`src/rtl/cipher_block_sequencer.sv`:
```
// cipher_block_sequencer: gathers Rx bytes into a block, runs the cipher core, serialises the result to Tx
module cipher_block_sequencer #(
  parameter int BLOCK_BYTES  = 8,
  parameter int CORE_TIMEOUT = 255,
  localparam int W = 8 * BLOCK_BYTES
) (
  input  logic         clk,
  input  logic         n_reset,
  input  logic         key_ready_i,
  input  logic         is_encrypt_i,
  input  logic         rx_empty_i,
  input  logic [7:0]   rx_data_i,
  output logic         rx_deq_o,
  output logic         core_start_o,
  output logic         core_mode_o,
  output logic [W-1:0] core_block_in_o,
  input  logic         core_done_i,
  input  logic [W-1:0] core_block_out_i,
  input  logic         tx_full_i,
  output logic [7:0]   tx_data_o,
  output logic         tx_enq_o,
  input  logic         err_clr_i,
  output logic         busy_o,
  output logic         timeout_err_o,
  output logic [15:0]  block_count_o
);
  localparam int CW = $clog2(BLOCK_BYTES);
  localparam logic [CW-1:0] LAST = CW'(BLOCK_BYTES - 1);
  typedef enum logic [2:0] {IDLE, LOAD, ISSUE, WAIT, UNLOAD} state_t;
  state_t state_q, state_d;
  logic mode_q, mode_d, err_q, err_d;
  logic [CW-1:0] cnt_q, cnt_d;
  logic [W-1:0] blk_q, blk_d, out_q, out_d;
  logic [15:0] wcnt_q, wcnt_d, bc_q, bc_d;
  always_ff @(posedge clk or negedge n_reset) begin
    if (!n_reset) begin
      state_q <= IDLE;
      mode_q  <= 1'b0;
      err_q   <= 1'b0;
      cnt_q   <= '0;
      blk_q   <= '0;
      out_q   <= '0;
      wcnt_q  <= '0;
      bc_q    <= '0;
    end else begin
      state_q <= state_d;
      mode_q  <= mode_d;
      err_q   <= err_d;
      cnt_q   <= cnt_d;
      blk_q   <= blk_d;
      out_q   <= out_d;
      wcnt_q  <= wcnt_d;
      bc_q    <= bc_d;
    end
  end
  always_comb begin
    state_d  = state_q;
    mode_d   = mode_q;
    err_d    = err_clr_i ? 1'b0 : err_q;
    cnt_d    = cnt_q;
    blk_d    = blk_q;
    out_d    = out_q;
    wcnt_d   = wcnt_q;
    bc_d     = bc_q;
    rx_deq_o = 1'b0;
    tx_enq_o = 1'b0;
    case (state_q)
      IDLE: if (key_ready_i && !rx_empty_i) begin
        state_d = LOAD;
        mode_d  = is_encrypt_i;
        cnt_d   = '0;
      end
      LOAD: begin
        rx_deq_o = !rx_empty_i;
        if (!rx_empty_i) begin
          blk_d = {blk_q[W-9:0], rx_data_i};
          cnt_d = cnt_q + 1'b1;
          if (cnt_q == LAST) state_d = ISSUE;
        end
      end
      ISSUE: begin
        wcnt_d  = '0;
        state_d = WAIT;
      end
      WAIT: begin
        wcnt_d = wcnt_q + 16'd1;
        // a result arriving on the final allowed cycle still counts
        if (core_done_i) begin
          out_d   = core_block_out_i;
          cnt_d   = '0;
          state_d = UNLOAD;
        end else if (wcnt_d == 16'(CORE_TIMEOUT)) begin
          err_d   = 1'b1;
          blk_d   = '0;
          state_d = IDLE;
        end
      end
      UNLOAD: begin
        tx_enq_o = !tx_full_i;
        if (!tx_full_i) begin
          out_d = {out_q[W-9:0], 8'h00};
          cnt_d = cnt_q + 1'b1;
          if (cnt_q == LAST) begin
            bc_d    = bc_q + 16'd1;
            state_d = IDLE;
          end
        end
      end
      default: state_d = IDLE;
    endcase
  end
  assign core_start_o    = state_q == ISSUE;
  assign core_mode_o     = mode_q;
  assign core_block_in_o = blk_q;
  assign tx_data_o       = out_q[W-1:W-8];
  assign busy_o          = state_q != IDLE;
  assign timeout_err_o   = err_q;
  assign block_count_o   = bc_q;
endmodule

```
`config.mk`:
```
export PLATFORM = sky130hd
export DESIGN_NAME = cipher_block_sequencer
export DESIGN_NICKNAME = d
export VERILOG_FILES = /design/src/rtl/cipher_block_sequencer.sv
export SDC_FILE = /design/constraint.sdc
export NUM_CORES = 1
export LEC_CHECK = 0
export ABC_AREA = 1
export CORE_MARGIN = 2
export CORE_UTILIZATION = 30
export DETAILED_ROUTE_END_ITERATION = 10
export PLACE_DENSITY = 0.51
export SLEW_MARGIN = 20
export SYNTH_ARGS = -nofsm -noshare
export SYNTH_HDL_FRONTEND = slang
export SYNTH_SLANG_ARGS = --single-unit
```
`constraint.sdc`:
```
create_clock -name clk -period 3.2 [get_ports clk]
set_clock_uncertainty 0.2 [all_clocks]
set_input_delay 0.48 -clock clk [delete_from_list [all_inputs] [get_ports clk]]
set_output_delay 0.48 -clock clk [all_outputs]
set_load 0.01 [all_outputs]
```
Word level (Yosys, flattened, before mapping) --
Index checks and enable logic that the tools add are counted.
Operators by class: add/subtract/negate cells 3, equality and inequality tests 15, multiplexer cells 27, bitwise logic cells 1, reductions and logical operators 15
Operators with widths (count):
- $mux W64 | 5
- $pmux W64 S2 | 2
- $mux W3 | 11
- $add A16 B1 Y16 const B | 2
- $pmux W16 S2 | 1
- $eq A16 B8 Y1 const B | 1
- $ne A2 B2 Y1 const B | 8
- $pmux W3 S5 | 1
- $pmux W3 S4 | 1
- $eq A3 B2 Y1 const B | 2
- $eq A3 B3 Y1 const B | 2
- $mux W1 | 6
- $reduce_and A3 Y1 | 2
- $reduce_and A6 Y1 | 1
- $reduce_bool A2 Y1 | 3
- $reduce_and A5 Y1 | 1
- $reduce_and A4 Y1 | 1
- $reduce_bool A4 Y1 | 1
- $add A3 B1 Y3 const B | 1
- $eq A3 B1 Y1 const B | 1
- $logic_not A3 Y1 | 1
- $ne A3 B3 Y1 const B | 1
- $reduce_bool A3 Y1 | 1
- $logic_not A1 Y1 | 2
- 3 further kinds | 3
Word-level totals: register bits 168, input port bits 80, output and inout bits 94, logic and storage cells 69

Logic depth before layout (Yosys ltp) --
depth after elaboration 5, mapped depth 15, gate-level depth less buffers 14

Worst setup path before layout --
OpenSTA, ideal clock, no wires.
path type register -> register, from reg wcnt_q[1], to reg blk_q[0] (netlist: core_block_in_o[0]), setup time 117 ps, arrival 1751 ps, required time 2883 ps, slack 1133 ps, cell stages (with the launch flop) 14, path buffers 1, period minus slack after synthesis 2067 ps, cells stage by stage dfrtp_1 > ha_1 > nand3_2 > o21ai_0 > nand2_1 > nor2_1 > nand3_1 > nor2_2 > nand2_2 > nand2_4 > nand2_4 > buf_2 > nand2_1 > nand2_1
Between the ends: cells in the longest elaborated chain, start to end 4
Ends and longest elaborated chain:
- start: declaration | line 34 | logic [15:0] wcnt_q, wcnt_d, bc_q, bc_d;
- start signal: assignment | line 52 | wcnt_q <= wcnt_d;
- $add A16 B1 Y16 | line 86 | wcnt_d = wcnt_q + 16'd1;
- $eq A16 B8 Y1 | line 92 | end else if (wcnt_d == 16'(CORE_TIMEOUT)) begin
- $ne A2 B2 Y1 (no source line)
- $reduce_and A4 Y1 (no source line)
- end signal: assignment | line 50 | blk_q <= blk_d;
- end: declaration | line 33 | logic [W-1:0] blk_q, blk_d, out_q, out_d;
No other way between the ends. A chain may end at the register's enable or synchronous reset.

Final worst setup path --
from reg state_q[2], to out rx_deq_o
Between the ends: cells in the longest elaborated chain, start to end 2
Ends and longest elaborated chain:
- start: declaration | line 30 | state_t state_q, state_d;
- start signal: assignment | line 46 | state_q <= state_d;
- $eq A3 B1 Y1 | line 67 | case (state_q)
- $mux W1 | line 67
- end: declaration | line 13 | output logic rx_deq_o,
No other way between the ends.

==> impl_results.md <==
* Worst hold path type: register to register
* Seq cells post-synth at between 150 and 200
* Gate power share at 0.387
* Vias at 7076
* Hold slack at approximately 0.27 ns
* Share of the synthesized area in the top cell type at 0.486
* CP Capture Type: primary output
* CTS sink cnt at roughly 170
* PD cells at approximately 790 nW/um^2
* Clk buf depth at 2
* RSZ-0062 raised after global routing: false
* GR Util met1 at 0.215
* Leakage dissipation at about 5 nW
* Slowest cell on crit path: clkdlybuf4s50_1
* Worst reg2reg startpoint: wcnt_q[1]$_DFFE_PN0P_
* Postcts setup bufs at 0
* Core ar. at 28500 um^2
* Crit path launch type: register
* CP required at between 2 and 3 ns
* Syn nets at 1130
* Mapped Avg Cell Area at between 8 and 9 um^2
* Iteration-0 DRC Markers at 465
* Post-DP HPWL at around 15 mm
* Peak Freq at between 300 and 400 MHz
* HP Start: core_block_in_o[56]$_DFFE_PN0P_
* P&R area growth vs syn at 29.4%
* Num rows at 62
* Antenna Nets Post-Route at 0
* CTS tree: done
* Slew margin rel. at 0.469
* CP startpoint: state_q[2]$_DFFE_PN0P_
* Placement Cell Area at around 11000 um^2
* Number of buffers created by CTS at 17
* Setup tns final at 0 ns
* Hold Vio Cnt, Final at 0
* Drc violations at 0
* Clk network pwr share at 0.235
* Synth area leaders: dfrtp_1 (49%), nand2_1 (13%), nand3_2 (7.1%)
* Post-Syn Area at a little under 9000 um^2
* Total track usage at 0.155
* Yosys warns at 0
* Switching share of power at 0.389
* Final cell count without fillers at between 1500 and 2000
* Reg power frac at 0.378
* Vias in the first global route at about 7100
* Die area at 30200 um^2
* CP Max Fanout at 4
* Initial core utilization at 0.303
* Root Driver: clkbuf_16
* H-Tree Depth at 4
* CP delay by family, top: buffers and inverters
* Drt total wl at about 22 mm
* Die Ht at between 150 and 200 um
* Tot Pwr at 8.84 mW
* Largest net degree at the start of global routing at 85
* Buffers added on ports at approximately 170
* Layout Nets at about 1300
* CP arrival at 2.02 ns
* Fillers at 3005
* Gpl congestion at between 0.7 and 0.8
* Crit path buf inv count at 3
* Status: finished clean
* Max incr delay on CP at roughly 0.55 ns
* Busiest layer in global routing: met2
* Placed Cells at about 1600
* Slew @ Worst Pin at between 0.7 and 0.8 ns
* Internal power at approximately 5.4 mW
* Met3 usage at 0.0507
* Slew Viols, Final at 0
* Switch Pwr at 3.44 mW
* Die width at between 150 and 200 um
* Global-route wire length before repair at 37.8 mm
* Final setup viols at 0
* Drt first pass iters at 4
* VDD IR-drop max at approximately 0.00030 V
* Tcrit/Tclk final at 0.843
* Cells after Synth at roughly 1000
* CP Cell Sequence: inv_1, nand2_1, nor2_1, inv_1, nor2_1, clkdlybuf4s50_1
* Initial antenna violation count at 1
* Num ports at 174
* Yosys cell types at 32
* M2 GR Usage at 0.232
* Remaining Overflow, GRT at 0
* Via-to-Cell Ratio at 4.46
* Cell taking the most area after synthesis: dfrtp_1
* Design Area, Final at 11200 um^2
* WL/cell at around 14 um
* Reg clk slew, reported paths at approximately 0.070 ns
* Seq/Total Area, Yosys at 0.486
* WS Path Type: register to primary output
* Clock Latency Late Sink at approximately 0.43 ns
* Share of cells above drive strength 1 at 0.110
* Max Cap Viol at 0
* Final Critical Period at about 2.7 ns
==> sequential cells by signal (all words and copies together), names as in the netlist <==
signal and flops:
out_q 64, cnt_q 3, wcnt_q 16, core_mode_o 1, timeout_err_o 1, block_count_o 16, core_block_in_o 64, state_q 3
==> worst register-to-register path: cells and delay by family (launching register included) <==
kind | cells | cell delay [ns]
flip-flops | 1 | 0.43
buffers and inverters | 2 | 0.45
AND/OR/NAND/NOR | 11 | 1.21
adder cells (fa/ha/maj) | 1 | 0.26
==> path summary, 6_finish.rpt <==
path	to	slack (ns)	cells after the start
setup reg to reg	core_block_in_o[45]$_DFFE_PN0P_	0.60	14
max in group asynchronous	core_block_in_o[33]$_DFFE_PN0P_	1.75	3
setup / recovery	rx_deq_o	0.50	6
min in group asynchronous	out_q[44]$_DFFE_PN0P_	0.35	2
hold / removal	core_block_in_o[56]$_DFFE_PN0P_	0.27	2
hold reg to reg	core_block_in_o[56]$_DFFE_PN0P_	0.27	2
==> power groups by stage <==
stage / registers [mW] / clock network [mW] / logic, mW
4_1_cts: 3.36 / 2.15 / 3.49
2_1_floorplan: 3.41 / 0 / 2.20
3_5_place_dp: 3.39 / 0 / 3.47
3_3_place_gp: 3.38 / 0 / 3.45
6_report: 3.35 / 2.07 / 3.42
5_1_grt: 3.46 / 2.23 / 3.87
==> cells in the mapped netlist <==
cell,count
o21ai_0,44
nand2_4,3
inv_1,126
a21oi_1,5
clkbuf_1,27
xor2_1,11
nor2_2,7
buf_4,8
o21ai_2,1
nand2_2,4
nor2_4,4
buf_8,6
a22o_1,1
o211ai_1,20
o22ai_1,7
nor3_2,1
nor2_1,129
dfrtp_1,168
buf_2,12
inv_2,6
nand3_1,33
nand3_2,61
mux2_2,1
buf_1,1
buf_12,7
xnor2_1,7
nand4_1,7
ha_1,5
a22oi_1,2
nor3_1,3
nand2_1,296
a31oi_1,32
==> repair_timing <==
item	4_1_cts	5_1_grt
endpoints found under the hold margin	39	0
hold buffers	1	0
gates resized for setup	0	0
==> cell families (layout without fill, tap and decap cells) <==
logic type,count (synthesis),count (layout),share of synthesized area
XOR/XNOR,18,18,0.0182
flip-flops,168,168,0.486
other,0,1,0
multiplexers,1,1,0.00130
buffers and inverters,193,348,0.110
AO/OA/AOI/OAI,112,112,0.0777
adder cells (fa/ha/maj),5,5,0.00724
AND/OR/NAND/NOR,548,548,0.299
==> cell type report <==
type	count	area [um^2]	share of cell area
flip-flops and latches	168	4200	0.376
multi-input cells	684	3510	0.313
repair buffers	184	1910	0.170
inverters	132	495	0.0443
well taps	384	480	0.0430
clock buffers	18	439	0.0393
clock inverters	14	153	0.0136
diodes	1	2.50	0.000224
==> routing by layer <==
| layer | share of wire | wire length (um) | vias up |
|---|---|---|---|
| met1 | 0.48 | 10800 | 3359 |
| met4 | 0.0083 | 186 | 0 |
| met5 | 0 | 0 | - |
| met3 | 0.070 | 1560 | 15 |
| li1 | - | - | 3562 |
| met2 | 0.44 | 9820 | 140 |
==> layout by cell type (no fill, tap or decap), drive strengths merged, types with 7 or more instances in the layout <==
cell type | Yosys | routed
o21ai | 45 | 45
nand3 | 94 | 94
o22ai | 7 | 7
xor2 | 11 | 11
xnor2 | 7 | 7
clkdlybuf4s50 | 0 | 172
dfrtp | 168 | 168
nand4 | 7 | 7
inv | 132 | 139
nor2 | 140 | 140
clkbuf | 27 | 18
clkinv | 0 | 7
buf | 34 | 11
o211ai | 20 | 20
a31oi | 32 | 32
nand2 | 303 | 303
==> per-stage QoR <==
step           utilization  setup WS, ns
2_1_floorplan            -          1.13
3_3_place_gp         0.371         0.629
3_5_place_dp         0.371         0.558
4_1_cts              0.392         0.462
5_1_grt              0.392         0.323
6_report             0.392         0.502
Note: power is estimated with default switching activity, not from simulation.
